## src/rtl/dbg_pkg.sv

```systemverilog
// Shared encodings for the CPU run-control sequencer: command opcodes,
// halt causes and the sequencer state enum.
package dbg_pkg;

  localparam logic [1:0] OP_HALT  = 2'd0;
  localparam logic [1:0] OP_STEP  = 2'd1;
  localparam logic [1:0] OP_RUN   = 2'd2;
  localparam logic [1:0] OP_RUN_N = 2'd3;

  localparam logic [1:0] CAUSE_RESET = 2'd0;
  localparam logic [1:0] CAUSE_CMD   = 2'd1;
  localparam logic [1:0] CAUSE_BREAK = 2'd2;
  localparam logic [1:0] CAUSE_COUNT = 2'd3;

  typedef enum logic [1:0] {
    ST_HALTED = 2'd0,
    ST_STEP   = 2'd1,
    ST_RUN    = 2'd2,
    ST_RUNN   = 2'd3
  } state_t;

endpackage

```

## src/rtl/dbg_bp_match.sv

```systemverilog
// Instruction-address breakpoint comparator with a one-shot skip so that
// resuming from a breakpoint does not immediately re-hit the same address.
module dbg_bp_match #(
  parameter int AW = 32
) (
  input  logic          clk,
  input  logic          reset,
  input  logic          bp_en,
  input  logic [AW-1:0] bp_addr,
  input  logic [AW-1:0] iaddr,
  input  logic          skip_set,
  input  logic          ce,
  output logic          bp_hit
);

  logic bp_skip;

  // skip_set only fires in HALTED (ce=0), so the two updates never collide.
  always_ff @(posedge clk) begin
    if (reset) begin
      bp_skip <= 1'b0;
    end else if (skip_set) begin
      bp_skip <= 1'b1;
    end else if (ce) begin
      bp_skip <= 1'b0;
    end
  end

  assign bp_hit = bp_en & (iaddr == bp_addr) & ~bp_skip;

endmodule

```

## src/rtl/cpu_debug_ctrl.sv

```systemverilog
// Run-control sequencer: gates the CPU clock enable under halt/step/run/run-N
// commands and breakpoints, and exports halt cause, cycle count and PC snapshot.
module cpu_debug_ctrl
  import dbg_pkg::*;
#(
  parameter int AW = 32,
  parameter int CW = 16,
  parameter int YW = 32
) (
  input  logic          clk,
  input  logic          reset,
  input  logic          cmd_valid,
  input  logic [1:0]    cmd_op,
  input  logic [CW-1:0] cmd_count,
  output logic          cmd_ready,
  input  logic          bp_en,
  input  logic [AW-1:0] bp_addr,
  input  logic [AW-1:0] iaddr,
  output logic          cpu_ce,
  output logic          halted,
  output logic [1:0]    halt_cause,
  output logic [YW-1:0] cycle_cnt,
  output logic [AW-1:0] snap_iaddr
);

  state_t        state, state_next;
  logic [1:0]    cause_next;
  logic [CW-1:0] remaining, rem_next;
  logic          skip_set;
  logic          bp_hit;
  logic          accept;

  dbg_bp_match #(.AW(AW)) u_bp (
    .clk      (clk),
    .reset    (reset),
    .bp_en    (bp_en),
    .bp_addr  (bp_addr),
    .iaddr    (iaddr),
    .skip_set (skip_set),
    .ce       (cpu_ce),
    .bp_hit   (bp_hit)
  );

  // Handshake: a command is taken on a clock edge where cmd_valid && cmd_ready;
  // cmd_ready only drops during the single STEP cycle.
  assign cmd_ready = (state != ST_STEP);
  assign accept    = cmd_valid & cmd_ready;
  assign halted    = (state == ST_HALTED);

  always_comb begin
    cpu_ce = 1'b0;
    if (!reset) begin
      case (state)
        ST_STEP: cpu_ce = 1'b1;
        ST_RUN,
        ST_RUNN: cpu_ce = ~bp_hit;
        default: cpu_ce = 1'b0;
      endcase
    end
  end

  always_comb begin
    state_next = state;
    cause_next = halt_cause;
    rem_next   = remaining;
    skip_set   = 1'b0;
    case (state)
      ST_HALTED: begin
        if (accept) begin
          case (cmd_op)
            OP_STEP: begin
              state_next = ST_STEP;
              skip_set   = (halt_cause == CAUSE_BREAK);
            end
            OP_RUN: begin
              state_next = ST_RUN;
              skip_set   = (halt_cause == CAUSE_BREAK);
            end
            OP_RUN_N: begin
              if (cmd_count != '0) begin
                state_next = ST_RUNN;
                rem_next   = cmd_count;
                skip_set   = (halt_cause == CAUSE_BREAK);
              end else begin
                cause_next = CAUSE_COUNT;
              end
            end
            default: cause_next = CAUSE_CMD;
          endcase
        end
      end
      ST_STEP: begin
        state_next = ST_HALTED;
        cause_next = CAUSE_CMD;
      end
      ST_RUN: begin
        if (bp_hit) begin
          state_next = ST_HALTED;
          cause_next = CAUSE_BREAK;
        end else if (accept && cmd_op == OP_HALT) begin
          state_next = ST_HALTED;
          cause_next = CAUSE_CMD;
        end
      end
      ST_RUNN: begin
        // bp_hit keeps cpu_ce low, which also suppresses the decrement.
        if (cpu_ce) rem_next = remaining - 1'b1;
        if (bp_hit) begin
          state_next = ST_HALTED;
          cause_next = CAUSE_BREAK;
        end else if (accept && cmd_op == OP_HALT) begin
          state_next = ST_HALTED;
          cause_next = CAUSE_CMD;
        end else if (remaining == CW'(1)) begin
          state_next = ST_HALTED;
          cause_next = CAUSE_COUNT;
        end
      end
      default: state_next = ST_HALTED;
    endcase
  end

  always_ff @(posedge clk) begin
    if (reset) begin
      state      <= ST_HALTED;
      halt_cause <= CAUSE_RESET;
      remaining  <= '0;
    end else begin
      state      <= state_next;
      halt_cause <= cause_next;
      remaining  <= rem_next;
    end
  end

  always_ff @(posedge clk) begin
    if (reset) begin
      cycle_cnt  <= '0;
      snap_iaddr <= '0;
    end else begin
      if (cpu_ce && cycle_cnt != '1) cycle_cnt <= cycle_cnt + 1'b1;
      if (state == ST_HALTED) snap_iaddr <= iaddr;
    end
  end

endmodule

```

## config.mk

```make
export PLATFORM = sky130hd
export DESIGN_NAME = cpu_debug_ctrl
export DESIGN_NICKNAME = d
export VERILOG_FILES = /design/src/rtl/dbg_pkg.sv /design/src/rtl/dbg_bp_match.sv /design/src/rtl/cpu_debug_ctrl.sv
export SDC_FILE = /design/constraint.sdc
export NUM_CORES = 1
export LEC_CHECK = 0
export CAP_MARGIN = 30
export CELL_PAD_IN_SITES_DETAIL_PLACEMENT = 1
export CELL_PAD_IN_SITES_GLOBAL_PLACEMENT = 1
export CORE_MARGIN = 2
export CORE_UTILIZATION = 34
export CTS_BUF_LIST = sky130_fd_sc_hd__clkbuf_16
export CTS_CLUSTER_SIZE = 12
export DETAILED_ROUTE_END_ITERATION = 16
export PLACE_DENSITY = 0.86
export SLEW_MARGIN = 20
export SYNTH_ARGS = -nofsm -noshare
export SYNTH_HDL_FRONTEND = slang
export SYNTH_SLANG_ARGS = --single-unit
```

## constraint.sdc

```tcl
create_clock -name clk -period 4.9 [get_ports clk]
set_clock_uncertainty 0.2 [all_clocks]
set_input_delay 0.98 -clock clk [delete_from_list [all_inputs] [get_ports clk]]
set_output_delay 0.98 -clock clk [all_outputs]
set_load 0.005 [all_outputs]
```

# Word-level counts from Yosys, hierarchy flattened
# Index checks and enable logic that the tools add are counted.
# classes
add_sub_neg	2
reduce_logical	12
muxes	31
n_eq_ne	21
bitwise_logic	5
# ops
op	n
$mux 16	4
$add 32x1->32 const B	1
$eq 32x32->1	1
$ne 32x32->1 const B	1
$pmux 16 s2	1
$mux 2	14
$eq 16x1->1 const B	1
$pmux 2 s4	2
$reduce_bool 16->1	1
$sub 16x1->16 const B	1
$reduce_and 5->1	3
$eq 2x2->1 const B	5
$ne 3x3->1 const B	3
$ne 2x1->1 const B	4
$mux 1	6
$pmux 2 s3	1
$eq 2x1->1 const B	2
$logic_not 2->1	2
$ne 2x2->1 const B	2
$ne 4x1->1 const B	1
$ne 4x4->1 const B	1
$pmux 1 s2	2
$pmux 2 s2	1
$reduce_bool 2->1	2
4 further kinds	9
# totals
input_bits	86
regBits	85
word_cells	77
out_inout_bits	69

# Logic depth before layout (Yosys ltp)
# Gate-level depths: netlist of run 1.
# depth
depth_word	8
ltp_mapped	9

# By module
# Synthesis of run 1 repeated with hierarchy kept, for this count alone.
# unflattened
hier_cells	583
area_unflattened_um2	4603.2
# modules_own_cells
mod	instances	area_per_inst_um2	cells_each
cpu_debug_ctrl	1	4211.5	535
dbg_bp_match	1	391.6	48

# Worst setup path after synthesis of run 1
# Ideal clock, no wire load.
# synth_path
kind	input to output
from	input iaddr[5]
to	output cpu_ce
path_slack_ns	1.117
path_buffers	3
t_arrival_ns	2.603
path_stages	8
path_cell_list	xor2_1 -> or3_1 -> or4_4 -> nor3_2 -> buf_4 -> buf_6 -> buf_6 -> nor3_1
# synth_via
elab_chain_cells	6
# synth_lines
element	line	rtl
from (decl)	cpu_debug_ctrl.sv:18	input logic [AW-1:0] iaddr,
$eq 32x32->1	dbg_bp_match.sv:29	assign bp_hit = bp_en & (iaddr == bp_addr) & ~bp_skip;
$and 1x1->1 (2 in a row)	dbg_bp_match.sv:29	
$not 1->1	cpu_debug_ctrl.sv:56	ST_RUNN: cpu_ce = ~bp_hit;
$pmux 1 s2	cpu_debug_ctrl.sv:53	case (state)
$mux 1	cpu_debug_ctrl.sv:52	if (!reset) begin
to (decl)	cpu_debug_ctrl.sv:19	output logic cpu_ce,
# No other way between the ends.

# Final worst setup path of run 1
# Ends and elaborated chain as after synthesis.

==> results.cfg, run 1 <==
[timing]
drv_slew = 0
finalSetupViolCount = 0
tightest_slew_ns = 0.8148
fin_crit_ns = 4.457
setup-tns-final_ns = 0
whs_ns = 0.2603
post-route-period-util_pct = 90.97
hold_viol = 0
relSlewSlack_pct = 45.55
rsz0062_at_grt = no
fmax_ghz = 0.2243

[power_and_ir_drop]
vdd_drop_max_v = 0.0001757
power.density_mw_per_mm2 = 263.5
power_mw = 1.754
leakagePower_nw = 2.312

[clocking]
cts-hold-fix-buffers = 0
htree_levels = 3
cts_resized = 0
numClockSinks = 85
cts-root-buf = clkbuf_16
clkLatencyLatePin_ns = 0.35
cts_inserted_buffers = 9
cts_buffer_depth = 2
clk_pin_slew_ns = 0.06
cts_setup_buffers = 0
cts_tree = done

[min_path]
min_to = snap_iaddr[18]$_SDFFE_PP0P_
worstHoldStart = snap_iaddr[18]$_SDFFE_PP0P_
hold_class = reg -> reg
hold_depth = 2

[logic_synthesis]
yosys_warnings = 0
synth_top_area_share_pct = 35.57
synth_common_cells = dfxtp_1, nand2_1, a21oi_1
synth-edff-count = 0
postSynthCellCount = 602
post-synth-top-count-cell = dfxtp_1
synth_nets = 695
yosysTopAreaCell = dfxtp_1
seq_area_frac_synth_pct = 35.57
netlist_top_cells_area = dfxtp_1, a21oi_1, nand2_1, xnor2_1, nand4_1
synth_area_mm2 = 0.004783
synth_ff_type = dfxtp_1
synth_cell_types = 54
ys_ff_latch = 85
syn_area_per_cell_um2 = 7.946
async_flop_share_pct = 0

[drt]
wire_per_inst_um = 18.37
drc = 0
wirelength_um = 16830
vias_per_cell = 5.654
vias = 5179
drt_pass1_iterations = 5
final_antenna_net_count = 0
first_iter_violations = 264

[placed_design]
gp_congestion = 0.8393
portBuffers = 154
hpwl_um = 12390

[floorplanning]
rows = 43
die-area_mm2 = 0.01503
initial_core_util_pct = 34.59
die_h_um = 122.6
dieWidth_um = 122.6
design.core.area_mm2 = 0.01383
io_pins = 155

[finish]
nNetsFinal = 826
antenna_cells = 0
syn2layout_area_growth_pct = 39.13
multi_input_area_mm2 = 0.002855
layout.area.seq_mm2 = 0.001702
drive_above_1_share_pct = 4.484
nFillCells = 1636

[setup_path]
endpoint_kind = output pin
cp_max_fo = 4
reg2reg_depth = 6
arrival_ns = 3.28
crit_type = in -> out
crit_top_cell = clkdlybuf4s50_1
crit_path_cell_trace = clkdlybuf4s50_1 > xor2_1 > or3_1 > or4_4 > nor3_4 > nor3_1 > clkdlybuf4s50_1
max_stage_delay_ns = 0.57
cp.required_ns = 3.72
regToRegSetupSlack_ns = 1.70
r2r-start = cycle_cnt[18]$_SDFFE_PP0P_
slowest_stage = or4_4
r2r_end = cycle_cnt[15]$_SDFFE_PP0P_
cp-start-kind = input pin

[global_routing]
grt_pass1_wl_um = 27280
grt_pass1_vias = 5444
grt_overflow = 0
grt_usage_pct = 23.01
grt_antenna_before_repair = 0
grt_max_degree = 65

[run_status]
status = finished, final reports clean

[flow_run]
cap_violations = 0
worst max-delay path by stage:
stage / from / end / slack (ns) / cells after the start
after detailed placement: iaddr[5] / cpu_ce / 0.46 / 7
after CTS: iaddr[5] / cpu_ce / 0.45 / 7
final: iaddr[5] / cpu_ce / 0.44 / 7
after global routing: iaddr[5] / cpu_ce / 0.38 / 7
after global placement: iaddr[5] / cpu_ce / 0.48 / 7
after floorplan: iaddr[5] / cpu_ce / 1.12 / 8
cell usage in the layout, fill, tap and decap left out, types with 4 or more instances in the layout:
master	count
dfxtp_1	85
nor2_1	39
or4_1	19
nand3_1	15
o311ai_0	7
nor2b_1	9
nor3_1	16
or3_1	11
a22oi_1	4
ha_1	7
and3_1	13
clkbuf_16	9
clkdlybuf4s50_1	153
nand4_1	35
inv_1	10
xnor2_1	29
o31ai_1	27
buf_4	7
o2111ai_1	7
nor4_1	11
a21oi_1	65
o21ai_0	9
o211ai_1	4
nor3b_1	5
and2_1	6
mux2_4	6
nand2_1	84
routing by layer:
layer	wire, um	GRT usage, %	part of all wire, %	vias to the layer above
met5	0	0	0	-
met4	265	8.046	1.6	0
met3	1249	8.225	7.4	23
met2	8394	39.48	50	166
met1	6917	26.39	41	2506
li1	-	-	-	2484
through the flow:
| stage | worst slack, ns | instance area, um2 | cells | utilization (%) |
|---|---|---|---|---|
| after floorplan | 1.117 | 4783 | 602 | - |
| after global placement | 0.4773 | 6409 | 902 | 46.35 |
| after detailed placement | 0.4567 | 6409 | 902 | 46.35 |
| after CTS | 0.4514 | 6655 | 916 | 48.13 |
| after global routing | 0.3767 | 6655 | 916 | 48.13 |
| final | 0.4426 | 6655 | 916 | 48.13 |
worst max-delay path: cells and delay by family:
family / cells / cell delay, ns
xor+xnor: 1 / 0.20
buf+inv: 2 / 0.97
simple gates: 4 / 1.12
area by class of cell:
| class | instances | area share [%] |
|---|---|---|
| repair buffers | 161 | 23.88 |
| well taps | 180 | 3.384 |
| inverters | 10 | 0.5640 |
| flip-flops and latches | 85 | 25.57 |
| multi-input cells | 466 | 42.90 |
| clock inverters | 5 | 0.3196 |
| clock buffers | 9 | 3.384 |
registers in the layout, indices dropped and copies added (netlist names):
register and count:
state 2, u_bp.bp_skip 1, cycle_cnt 32, remaining 16, snap_iaddr 32, halt_cause 2
cell families after synthesis:
family,share of synthesized area [%]
simple gates,30.87
mux,2.982
fa+ha+maj,1.831
xor+xnor,5.859
buf+inv,4.865
compound gates,18.02
flops,35.57
where the power goes:
| part | internal (mW) | total [mW] | switching, mW |
|---|---|---|---|
| sequential | 0.729 | 0.757 | 0.0274 |
| clock | 0.331 | 0.610 | 0.279 |
| combinational | 0.186 | 0.387 | 0.201 |
(Power assumes the default switching activity.)
==> run 2, diff against run 1 <==
--- a/config.mk
+++ b/config.mk
@@ -14,7 +14,6 @@
 export CTS_CLUSTER_SIZE = 12
 export DETAILED_ROUTE_END_ITERATION = 16
 export PLACE_DENSITY = 0.86
-export SLEW_MARGIN = 20
 export SYNTH_ARGS = -nofsm -noshare
 export SYNTH_HDL_FRONTEND = slang
 export SYNTH_SLANG_ARGS = --single-unit
==> results of run 2 <==
No change in the layout: final DEF, timing and power equal those of run 1.
